$ cat config.mk
export PLATFORM = sky130hd
export DESIGN_NAME = lns_to_linear_pipe
export DESIGN_NICKNAME = d
export VERILOG_FILES = /design/src/rtl/lns_to_linear_pipe.sv
export SDC_FILE = /design/constraint.sdc
export NUM_CORES = 1
export LEC_CHECK = 0
export CORE_ASPECT_RATIO = 0.6
export CORE_UTILIZATION = 35
export CTS_CLUSTER_DIAMETER = 50
export CTS_CLUSTER_SIZE = 25
export DETAILED_ROUTE_END_ITERATION = 8
export SETUP_SLACK_MARGIN = 0.4
export SYNTH_ARGS = -nofsm -noshare
export SYNTH_HDL_FRONTEND = slang
export SYNTH_SLANG_ARGS = --single-unit
$ cat constraint.sdc
create_clock -name clk -period 23.5 [get_ports clk]
set_clock_uncertainty 0.2 [all_clocks]
set_input_delay 7.05 -clock clk [delete_from_list [all_inputs] [get_ports clk]]
set_output_delay 7.05 -clock clk [all_outputs]
set_load 0.02 [all_outputs]
$ cat src/rtl/lns_to_linear_pipe.sv
// lns_to_linear_pipe: converts an LNS word (signed Q8.9 log2 magnitude plus sign)
// into a signed Q16.16 linear value. Three stages: field decode, 2^f mantissa from
// an interpolated table, then barrel shift, saturation and sign application.
// A single enable advances the whole pipe; it stalls only when the output is full
// and not being taken.
module lns_to_linear_pipe #(
  parameter int bit_size = 18,
  parameter int frac     = 9,
  parameter int LUT_BITS = 5,
  parameter int OUT_W    = 32,
  parameter int OUT_FRAC = 16
) (
  input  logic                clk,
  input  logic                rst,
  input  logic                in_valid,
  output logic                in_ready,
  input  logic [bit_size-1:0] X,
  input  logic                Sx,
  output logic                out_valid,
  input  logic                out_ready,
  output logic [OUT_W-1:0]    Z_lin,
  output logic                ovf
);

  localparam int IW   = bit_size - frac;        // integer part of the log
  localparam int RW   = frac - LUT_BITS;        // interpolation fraction bits
  localparam int MF   = OUT_FRAC;               // mantissa fraction bits
  localparam int MW   = MF + 2;                 // mantissa width, covers [1.0, 2.0]
  localparam int IMAX = OUT_W - OUT_FRAC - 1;   // first exponent that always saturates
  localparam int PW   = MW + RW;                // interpolation product width

  localparam logic signed [IW-1:0] I_SAT     = IW'(IMAX);
  localparam logic signed [IW-1:0] I_MIN     = IW'(-(MF + 1));
  localparam logic [OUT_W-1:0]     MAXPOS    = {1'b0, {(OUT_W-1){1'b1}}};
  localparam logic [bit_size-1:0]  ZERO_CODE = {1'b1, {(bit_size-1){1'b0}}};

  // round(2^(j/32) * 2^16), j = 0..32
  function automatic logic [MW-1:0] exp2_lut(input logic [LUT_BITS:0] j);
    logic [MW-1:0] t;
    t = '0;
    case (j)
      6'd0:  t = 18'd65536;
      6'd1:  t = 18'd66971;
      6'd2:  t = 18'd68438;
      6'd3:  t = 18'd69936;
      6'd4:  t = 18'd71468;
      6'd5:  t = 18'd73032;
      6'd6:  t = 18'd74632;
      6'd7:  t = 18'd76266;
      6'd8:  t = 18'd77936;
      6'd9:  t = 18'd79642;
      6'd10: t = 18'd81386;
      6'd11: t = 18'd83169;
      6'd12: t = 18'd84990;
      6'd13: t = 18'd86851;
      6'd14: t = 18'd88752;
      6'd15: t = 18'd90696;
      6'd16: t = 18'd92682;
      6'd17: t = 18'd94711;
      6'd18: t = 18'd96785;
      6'd19: t = 18'd98905;
      6'd20: t = 18'd101070;
      6'd21: t = 18'd103283;
      6'd22: t = 18'd105545;
      6'd23: t = 18'd107856;
      6'd24: t = 18'd110218;
      6'd25: t = 18'd112631;
      6'd26: t = 18'd115098;
      6'd27: t = 18'd117618;
      6'd28: t = 18'd120194;
      6'd29: t = 18'd122825;
      6'd30: t = 18'd125515;
      6'd31: t = 18'd128263;
      6'd32: t = 18'd131072;
      default: t = '0;
    endcase
    return t;
  endfunction

  // Linear interpolation between adjacent table points; the fractional step truncates.
  function automatic logic [MW-1:0] interp(input logic [MW-1:0] t_lo,
                                           input logic [MW-1:0] t_hi,
                                           input logic [RW-1:0] r);
    logic [MW-1:0] diff;
    logic [PW-1:0] prod;
    diff = t_hi - t_lo;
    prod = PW'(diff) * PW'(r);
    return t_lo + MW'(prod >> RW);
  endfunction

  // Scale the mantissa by 2^i; returns {ovf, magnitude}. Right shifts truncate,
  // tiny values flush to zero without a flag, large values clamp to MAXPOS.
  function automatic logic [OUT_W:0] scale(input logic signed [IW-1:0] i,
                                           input logic [MW-1:0]        m,
                                           input logic                 zero);
    logic [OUT_W:0]   wide;
    logic [IW-1:0]    nsh;
    logic [OUT_W-1:0] mag;
    logic             o;
    wide = '0;
    nsh  = '0;
    mag  = '0;
    o    = 1'b0;
    if (zero) begin
      mag = '0;
    end else if (i >= I_SAT) begin
      mag = MAXPOS;
      o   = 1'b1;
    end else if (i >= 0) begin
      wide = (OUT_W+1)'(m) << $unsigned(i);
      if (wide > {1'b0, MAXPOS}) begin
        mag = MAXPOS;
        o   = 1'b1;
      end else begin
        mag = wide[OUT_W-1:0];
      end
    end else if (i > I_MIN) begin
      nsh = $unsigned(-i);
      mag = OUT_W'(m >> nsh);
    end else begin
      mag = '0;
    end
    return {o, mag};
  endfunction

  // Apply the sign; magnitude never exceeds MAXPOS so negation cannot wrap.
  function automatic logic [OUT_W-1:0] apply_sign(input logic [OUT_W-1:0] mag,
                                                  input logic             s);
    return s ? (~mag + 1'b1) : mag;
  endfunction

  logic en;
  logic vld_p0, vld_p1, vld_p2;

  logic signed [IW-1:0] i_p0;
  logic [LUT_BITS-1:0]  k_p0;
  logic [RW-1:0]        r_p0;
  logic                 sx_p0, zero_p0;

  logic signed [IW-1:0] i_p1;
  logic [MW-1:0]        m_p1;
  logic                 sx_p1, zero_p1;

  logic [MW-1:0]        t_lo_s2, t_hi_s2, m_s2;
  logic [OUT_W:0]       sc_s3;

  assign en        = !vld_p2 || out_ready;
  assign in_ready  = en;
  assign out_valid = vld_p2;

  // Valid bits advance together with the data whenever the pipe is enabled.
  always_ff @(posedge clk) begin
    if (rst) begin
      vld_p0 <= 1'b0;
      vld_p1 <= 1'b0;
      vld_p2 <= 1'b0;
    end else if (en) begin
      vld_p0 <= in_valid;
      vld_p1 <= vld_p0;
      vld_p2 <= vld_p1;
    end
  end

  // ---- stage 1: split X into exponent, table index and interpolation fraction ----
  // Decode register; carries the zero-code flag so later stages need not see X.
  always_ff @(posedge clk) begin
    if (en) begin
      i_p0    <= X[bit_size-1:frac];
      k_p0    <= X[frac-1:frac-LUT_BITS];
      r_p0    <= X[RW-1:0];
      sx_p0   <= Sx;
      zero_p0 <= (X == ZERO_CODE);
    end
  end

  // ---- stage 2: mantissa M = 2^f from table plus interpolation ----
  assign t_lo_s2 = exp2_lut({1'b0, k_p0});
  assign t_hi_s2 = exp2_lut({1'b0, k_p0} + (LUT_BITS+1)'(1));
  assign m_s2    = interp(t_lo_s2, t_hi_s2, r_p0);

  // Mantissa register.
  always_ff @(posedge clk) begin
    if (en) begin
      i_p1    <= i_p0;
      m_p1    <= m_s2;
      sx_p1   <= sx_p0;
      zero_p1 <= zero_p0;
    end
  end

  // ---- stage 3: shift by exponent, saturate, sign ----
  assign sc_s3 = scale(i_p1, m_p1, zero_p1);

  // Output register; loads only real samples so a held result stays put.
  always_ff @(posedge clk) begin
    if (rst) begin
      Z_lin <= '0;
      ovf   <= 1'b0;
    end else if (en && vld_p1) begin
      Z_lin <= apply_sign(sc_s3[OUT_W-1:0], sx_p1);
      ovf   <= sc_s3[OUT_W];
    end
  end

endmodule

# == After elaboration in Yosys (flattened, before gate mapping) ==
# Memories as Yosys holds them, arrays and structs flattened. A register that Yosys moved wholly into a read port is not among the register bits.
# Index checks and enable logic that the tools add are counted.
# word_totals
word_cells,44
output_inout_bits,35
ram_bits,0
latchBits,0
romBits,1664
memories,2
register_bits,85
# memory_table
name,words,width,read_ports,rd_ports_with_merged_regs,write_ports,line,text
(name not given),64,18,1,0,0,41,case (j)
(name not given),32,16,1,1,0,41,
# op_classes
add_sub_neg,5
div,0
n_lt_le_gt_ge,4
n_shift,2
eq_ne,1
bitwise,1
multipliers,1
muxes,11
reduce_logical,3
# ops
operator,count
32-bit two-way mux,6
"33-bit by 31-bit greater-than comparator with 1-bit output, second input constant",1
18-bit by 9-bit left shift with 33-bit output,1
"32-bit by 1-bit adder with 32-bit output, second input constant",1
32-bit inverter,1
18-bit by 9-bit right shift with 32-bit output,1
18-bit by 4-bit multiplier with 22-bit output,1
18-bit adder,1
"18-bit equality test, second input constant",1
18-bit subtractor,1
"9-bit by 1-bit >= comparator with 1-bit output, second input constant",1
"9-bit by 5-bit >= comparator with 1-bit output, second input constant",1
"9-bit by 6-bit greater-than comparator with 1-bit output, second input constant",1
9-bit negation,1
"5-bit by 1-bit adder with 6-bit output, second input constant",1
5-bit two-way mux,1
1-bit two-way mux,4
1-bit logical AND,1
1-bit zero test,1
1-bit logical OR,1

# == Longest topological paths before layout ==
# Gate-level depths: netlist of the first run.
# logic_depth
word_depth,9
depth_mapped,42

# == Least setup slack after synthesis of the first run ==
# OpenSTA, ideal clock, no wires.
# synth_timing
kind,input to output
from,input out_ready
to,output in_ready
path_stages,3
t_arrival_ps,9149
t_required_ps,16250
slack_ps,7101
path_cell_list,nand2b_1 -> clkbuf_1 -> clkbuf_1
# synth_via
elab_chain_cells,1
# synth_lines
item,line,text
start: declaration,20,"input logic out_ready,"
1-bit logical OR,147,assign en = !vld_p2 || out_ready;
end: declaration,16,"output logic in_ready,"
# Every way passes these cells.

# == Worst setup path in the final report of the first run ==
# Same ends and word-level chain as after synthesis.

==> flow_summary.ini, run 1 <==
[logic_synthesis]
yosys.cell_types.count = 95
ys_warn_count = 0
synth_edf_count = 49
ys_seq_area_share_pct = 19.67
syn_inst = 1617
synth_area_sq_mm = 0.01277
synth_fp_nets = 1757
syn_avg_cell_area_sq_um = 7.897
synthArstFlopShare_pct = 0
synth-seq-cells = 101
synthFlopType = dfxtp_1

[timing]
rsz0062_at_grt = no
finalHoldViolCount = 0
fmax_mhz = 64.62
timing.hold.ws_ns = 0.2229
slew_violations = 0
worst_slack_ns = 8.024
maxSlewHeadroom_pct = 16.97
finalCriticalPeriod_ns = 15.48
final.setup.tns_ns = 0
tightest_slew_ns = 1.237
setup_viol = 0
period_share_pct = 65.85

[routing]
drc = 0
drt_iter0_markers = 1764
drtAntennaViolNets = 0
drt_pass1_iterations = 6
wl_per_cell_microns = 19.25
routed_wl_microns = 39870
vias_per_cell = 5.971
vias = 12370

[setup_path]
slowest_stage = clkdlybuf4s50_1
endpoint_kind = output port
critPathKind = in -> out
crit_buf_inv = 2
crit_start = out_ready
critPathMaxStageDelay_ns = 0.60
start_kind = input port
crit_required_ns = 16.25
timing.rr.start = k_p0[0]
cp_max_fo = 2
path_common_cell = clkdlybuf4s50_1
path_cells = clkdlybuf4s50_1 > nand2b_4 > clkdlybuf4s50_1
arrival_ns = 8.23
critPathTopFamily = buffers and inverters

[clock_tree]
clock_sinks = 101
tritoncts = done
cts_setup_buffers = 0
cts_buffers = 9
cts_resized = 0
clock_latency_ns = 0.38
clkTransAtPathRegs_ns = 0.07
hold_buffers = 0
root_buffer = clkbuf_16
cts_max_level = 3
cts.path.max_buffers = 2

[cells_and_area]
area_growth_pct = 9.102
post-route-util_pct = 39.27
antenna_cells = 0
nFillCells = 3583
final_nets = 1739
layout_common_cells = 166 x nor2_1, 150 x nand2_1, 115 x a21oi_1, 105 x inv_1, 84 x ha_1
final_cell_area_sq_mm = 0.01393
final_common_cell = nor2_1
drive_above_1_share_pct = 7.731

[placement]
post_dp_cell_area_sq_mm = 0.01363
port_buffers = 57
dp_hpwl_microns = 30960
place_congestion = 1.040
post-place-ws_ns = 8.019

[grt]
gr-usage-all-layers_pct = 21.42
overflow = 0
first_global_vias = 11200
grt_pass1_wl_microns = 63150
antenna_found_initial = 0
grt_max_degree = 66

[pwr]
powerDensity_mw_per_mm2 = 153.7
ir_drop_mv = 0.1713
leakagePower_nw = 5.539

[run_status]
status = completed

[flow_run]
maxCapViolations = 0

[die]
initial_utilization_pct = 35.99
rows = 53
die_area_sq_mm = 0.03728
chipWidth_microns = 248.6
num_io_pins = 58
fp.coreArea_sq_mm = 0.03548
die_h_microns = 150.0

[hold_path]
min_from = zero_p0
worstHoldPathType = reg -> reg
cells in the mapped netlist, drive strengths merged (33+ instances only):
cell      n  area share (%)
xnor2    39             2.7
fa       33             5.2
nand2   150             4.4
nand3    45             1.8
a211oi   38             2.3
a21oi   116             4.6
dfxtp    52             8.2
clkbuf   79             2.3
inv     105             3.1
edfxtp   49              12
and2     51             2.5
nor2    167             4.9
o21ai    82             3.2
mux2i    49             3.8
nor3     70             2.8
ha       84             8.2
stage by stage:
| stage | power, mW | instances |
|---|---|---|
| 3_3_place_gp | 1.923 | 2055 |
| 3_5_place_dp | 1.956 | 2055 |
| 5_1_grt | 2.385 | 2071 |
| 2_1_floorplan | 1.644 | 1617 |
| 6_report | 2.142 | 2071 |
| 4_1_cts | 2.129 | 2071 |
cell families after synthesis:
family                   after synthesis  share of synthesized area (%)
AO/OA/AOI/OAI                        415                          21.94
XOR/XNOR                              62                          4.252
adder cells (fa/ha/maj)              117                          13.40
buffers and inverters                222                          7.104
flip-flops                           101                          19.67
multiplexers                          98                          10.54
AND/OR/NAND/NOR                      602                          23.08
worst paths after layout:
path                            slack, ns  cells past startpoint        to
worst max-delay path                 8.02                      3  in_ready
worst min-delay path                 0.22                      0   zero_p1
worst max register to register      13.54                     35  m_p1[17]
worst min register to register       0.22                      0   zero_p1
state kept, by name, indices dropped and copies added, names as in the netlist:
register and flops:
i_p1 9, m_p1 18, Z_lin 32, k_p0 5, sx_p0 1, vld_p0 1, zero_p1 1, ovf 1
i_p0 9, zero_p0 1, vld_p1 1, out_valid 1, r_p0 4, sx_p1 1, t_lo_s2 16
worst register-to-register path: cells and delay by family, from the launching register on:
| kind | cells | cell delay, ns |
|---|---|---|
| compound gates | 12 | 2.98 |
| xor+xnor | 3 | 1.31 |
| fa+ha+maj | 6 | 2.37 |
| buf+inv | 3 | 0.16 |
| flops | 1 | 0.74 |
| simple gates | 11 | 1.93 |
metal layers:
metal	GRT usage [%]	routed length, microns	vias up
met3	7.601	5255	43
met5	2.078	108	-
met1	33.54	19850	5857
li1	-	-	5834
met4	4.876	540	2
met2	26.28	14120	630
layout make-up:
class	count	area, sq um	share of cell area [%]
Clock buffer	10	239.0	1.715
Tap cell	467	584.3	4.194
Clock inverter	6	63.81	0.4580
Multi-Input combinational cell	1294	9358	67.17
Inverter	111	416.7	2.991
Timing Repair Buffer	82	758.2	5.442
Sequential cell	101	2512	18.03
power breakdown:
part | switching (mW) | leakage [nW] | internal [mW]
registers | 0.0694 | 0.946 | 0.286
clock network | 0.0800 | 0.146 | 0.0779
logic | 0.903 | 4.45 | 0.725
total | 1.05 | 5.54 | 1.09
Note: power is estimated with default switching activity, not from simulation.
==> run 2, diff against run 1 <==
==> constraint.sdc (replaced) <==
create_clock -name clk -period 15.2 [get_ports clk]
set_clock_uncertainty 0.2 [all_clocks]
set_input_delay 4.56 -clock clk [delete_from_list [all_inputs] [get_ports clk]]
set_output_delay 4.56 -clock clk [all_outputs]
set_load 0.02 [all_outputs]
==> run 2 against run 1 <==
  * Flip-flop and latch count is the same
  * Core utilization rose by 0.10 points
  * Global-route usage rose by 1.2 points
  * Via count rose by 1.0%
  * Critical path depth is the same
  * Cell count up 0.14%
  * Clock power is 61% higher
  * Register-to-register slack got worse by 8.4 ns
  * Combinational power increased by 57%
  * Routed wire length rose by 5.8%
  * Largest power group unchanged
  * Highest routed layer is now met4
==> flow_summary.ini, run 2 (synthesis results as in run 1) <==
[run_status]
status = completed

[clock_tree]
hold_buffers = 0
cts_resized = 0
clock_sinks = 101
clkTransAtPathRegs_ns = 0.08
clock_latency_ns = 0.39
tritoncts = done
cts_buffers = 9
cts_setup_buffers = 0
root_buffer = clkbuf_16
cts_max_level = 3
cts.path.max_buffers = 2

[setup_path]
crit_required_ns = 10.44
start_kind = input port
critPathKind = in -> out
arrival_ns = 5.98
endpoint_kind = output port
cp_max_fo = 20
regToRegSetupSlack_ns = 5.15

[flow_run]
maxCapViolations = 0

[cells_and_area]
regMostFlops = Z_lin
final_common_cell = nor2_1
layoutNonFillerInstCount = 2074
final_cell_area_sq_mm = 0.01397
antenna_cells = 0
area_growth_pct = 9.387
drive_above_1_share_pct = 7.965
final_nets = 1742
post-route-util_pct = 39.37
largest_register_ffs = 32
layout_common_cells = 166 x nor2_1, 150 x nand2_1, 115 x a21oi_1, 105 x inv_1, 84 x ha_1

[grt]
first_global_vias = 11390
grt_pass1_wl_microns = 65810
overflow = 0
grt_max_degree = 59
antenna_found_initial = 0
gr-usage-all-layers_pct = 22.65

[routing]
drtAntennaViolNets = 0
vias = 12490
routed_wl_microns = 42180
drt_pass1_iterations = 6
drt_iter0_markers = 1804
vias_per_cell = 6.024
wl_per_cell_microns = 20.34
drc = 0

[timing]
maxSlewHeadroom_pct = 19.34
fmax_mhz = 93.15
finalCriticalPeriod_ns = 10.74
period_share_pct = 70.63
finalHoldViolCount = 0
final.setup.tns_ns = 0
slew_violations = 0
rsz0062_at_grt = no
tightest_slew_ns = 1.201
setup_viol = 0

[pwr]
seqPwrFrac_pct = 16.4
p_switching_mw = 1.673
combPwrFrac_pct = 76.0
p_int_mw = 1.689
powerDensity_mw_per_mm2 = 240.7
p_total_mw = 3.362
leakagePower_nw = 5.560
ir_drop_mv = 0.2379
power.share.clock_pct = 7.5
sw_frac_of_total_pct = 49.77

[hold_path]
worstHoldPathType = reg -> reg

[placement]
post_dp_cell_area_sq_mm = 0.01366
dpl.cell_count = 2058
dp_hpwl_microns = 32800
port_buffers = 57
place_congestion = 0.9716

[die]
fp.coreArea_sq_mm = 0.03548
initial_utilization_pct = 35.99
rows = 53
chipWidth_microns = 248.6
die_h_microns = 150.0
num_io_pins = 58
die_area_sq_mm = 0.03728
==> run 2: cell count changes in the layout (fill, tap and decap cells not counted), sizes merged <==
| cell | delta |
|---|---|
| buf | +3 |
| clkbuf | -1 |
| clkinvlp | -1 |
| inv | +2 |
==> run 2: path summary, 6_finish.rpt <==
kind,startpoint,endpoint,depth (start not counted)
worst min-delay path,i_p0[4],i_p1[4],0
worst max-delay path,out_ready,in_ready,3
worst max register to register,k_p0[0],m_p1[17],40
worst min register to register,i_p0[4],i_p1[4],0
==> run 2: critical path, cell delays in order <==
cell and delay (ns):
clkdlybuf4s50_1 0.45, nand2b_4 0.29, clkdlybuf4s50_1 0.67
==> run 2: final cells by class <==
| cell class | count | area, sq um |
|---|---|---|
| fill | 3571 | 21510 |
| timing repair buffer | 85 | 780.7 |
| inverter | 111 | 416.7 |
| clock buffer | 9 | 225.2 |
| multi-input combinational | 1294 | 9363 |
| sequential | 101 | 2512 |
| tap | 467 | 584.3 |
| clock inverter | 7 | 86.33 |
==> run 2: layer usage <==
layer	GRT usage, %	routed length [microns]
met1	36.02	21580
met2	28.10	14990
met3	7.914	5304
met4	3.665	301
met5	0	0
==> run 2: power groups by stage <==
stage	Combinational, mW	Clock [mW]	Sequential (mW)
detailed placement	2.49	0	0.548
global route	2.90	0.268	0.555
floorplan	2.06	0	0.477
CTS	2.52	0.261	0.542
finish	2.56	0.254	0.552
global placement	2.44	0	0.545
==> run 2: stage by stage <==
stage               worst slack (ns)  hold slack [ns]
floorplan                      3.781           0.2003
CTS                            4.457           0.2253
finish                         4.465           0.2263
global route                   4.208           0.2319
detailed placement             4.457           0.2045
global placement               4.451           0.2055
==> run 3, diff against run 2 <==
==> constraint.sdc (replaced) <==
create_clock -name clk -period 10.5 [get_ports clk]
set_clock_uncertainty 0.2 [all_clocks]
set_input_delay 3.15 -clock clk [delete_from_list [all_inputs] [get_ports clk]]
set_output_delay 3.15 -clock clk [all_outputs]
set_load 0.02 [all_outputs]
==> run 3 against run 2 <==
  * Global-route usage down 0.56 points
  * Final area up 0.54%
  * Cell count up 0.48%
  * Sequential power up 44%
  * Critical path type is now reg -> reg
==> flow_summary.ini, run 3 (synthesis results as in run 1) <==
[run_status]
status = completed

[setup_path]
regToRegSetupSlack_ns = 1.24
cp_max_fo = 9
critPathKind = reg -> reg
arrival_ns = 9.19
crit_required_ns = 10.44
reg2reg_depth = 38
reg2reg_to = m_p1[17]
endpoint_kind = register
critPathMaxStageDelay_ns = 0.59
timing.rr.start = k_p0[0]
path_common_cell = o21ai_0
start_kind = register
slowest_stage = xor2_1

[routing]
drt_pass1_iterations = 6
vias = 12420
drtAntennaViolNets = 0
drc = 0
vias_per_cell = 5.961
routed_wl_microns = 41000
wl_per_cell_microns = 19.67
drt_iter0_markers = 1592

[timing]
slew_violations = 0
final.setup.tns_ns = 0
tightest_slew_ns = 1.131
rsz0062_at_grt = no
period_share_pct = 88.17
finalCriticalPeriod_ns = 9.258
setup_viol = 0
fmax_mhz = 108.0
maxSlewHeadroom_pct = 23.82
finalHoldViolCount = 0

[grt]
first_global_vias = 11110
antenna_found_initial = 0
grt_max_degree = 59
grt_pass1_wl_microns = 64680
overflow = 0
gr-usage-all-layers_pct = 22.09

[placement]
dp_hpwl_microns = 32210
port_buffers = 57
place_congestion = 0.9726
post_dp_cell_area_sq_mm = 0.01367

[die]
initial_utilization_pct = 35.99
die_area_sq_mm = 0.03728
rows = 53
fp.coreArea_sq_mm = 0.03548
die_h_microns = 150.0
num_io_pins = 58
chipWidth_microns = 248.6

[hold_path]
worstHoldPathType = reg -> reg
min_from = i_p0[7]
hold_path_end = i_p1[7]
hold_depth = 0

[cells_and_area]
area_growth_pct = 9.975
final_common_cell = nor2_1
nFillCells = 3584
layout_common_cells = 166 x nor2_1, 150 x nand2_1, 115 x a21oi_1, 105 x inv_1, 83 x ha_1
drive_above_1_share_pct = 8.534
final_cell_area_sq_mm = 0.01404
regMostFlops = Z_lin
final_nets = 1752
largest_register_ffs = 32
antenna_cells = 0

[pwr]
leakagePower_nw = 5.603
powerDensity_mw_per_mm2 = 342.6
ir_drop_mv = 0.3331

[flow_run]
maxCapViolations = 0

[clock_tree]
clkTransAtPathRegs_ns = 0.08
clock_sinks = 101
clock_latency_ns = 0.39
cts.path.max_buffers = 2
hold_buffers = 0
cts_buffers = 9
cts_max_level = 3
tritoncts = done
root_buffer = clkbuf_16
==> run 3: layer usage <==
layer / track usage, % / routed length (microns) / vias up
met4: 3.913 / 437 / 4
met2: 26.62 / 14410 / 618
met1: 35.78 / 21080 / 5902
met3: 7.149 / 4971 / 32
li1: - / - / 5866
met5: 2.208 / 106 / -
==> run 3: power by group <==
group,switching [mW],total [mW],internal (mW),leakage [nW]
combinational,2.02,3.65,1.63,4.51
clock,0.177,0.366,0.190,0.147
sequential,0.156,0.796,0.640,0.946
==> run 3: worst max path at each step <==
stage | from | cells after the start | to
finish | k_p0[0] | 38 | m_p1[17]
global route | k_p0[0] | 39 | m_p1[17]
CTS | k_p0[0] | 38 | m_p1[17]
detailed placement | k_p0[0] | 38 | m_p1[17]
global placement | k_p0[0] | 37 | m_p1[17]
floorplan | out_ready | 3 | in_ready
==> run 3: worst max-delay path, delay by kind of cell (launching register included) <==
kind                       cells  cell delay (ns)
and+or+nand+nor               13             2.21
xor gates and xnor gates       3             0.88
adders and majority gates      6             2.25
DFF                            1             0.54
buffers and inverters          3             0.17
AOI/OAI and AO/OA             13             2.75
==> run 3: stage by stage <==
stage / utilization [%] / worst slack (ns) / power (mW) / hold WS (ns) / cells
global placement: 38.52 / 1.358 / 4.346 / 0.2023 / 2060
finish: 39.58 / 1.242 / 4.812 / 0.2220 / 2084
CTS: 39.39 / 1.133 / 4.780 / 0.2245 / 2076
detailed placement: 38.52 / 1.148 / 4.382 / 0.2052 / 2060
global route: 39.58 / 0.4418 / 5.383 / 0.2278 / 2084
floorplan: - / 1.901 / 3.679 / 0.2003 / 1617
==> run 3: timing repair <==
action | 4_1_cts | 5_1_grt
resized for setup | 0 | 2
setup buffers | 0 | 8
setup endpoints to repair | 0 | 1
hold endpoints to repair | 0 | 0
==> run 3: layout make-up <==
| type | count | area [sq um] | area share [%] |
|---|---|---|---|
| Clock inverter | 6 | 77.57 | 0.5524 |
| Multi-Input combinational cell | 1294 | 9368 | 66.71 |
| Clock buffer | 10 | 229.0 | 1.630 |
| Inverter | 111 | 416.7 | 2.967 |
| Tap cell | 467 | 584.3 | 4.161 |
| Sequential cell | 101 | 2512 | 17.89 |
| Timing Repair Buffer | 95 | 855.8 | 6.094 |
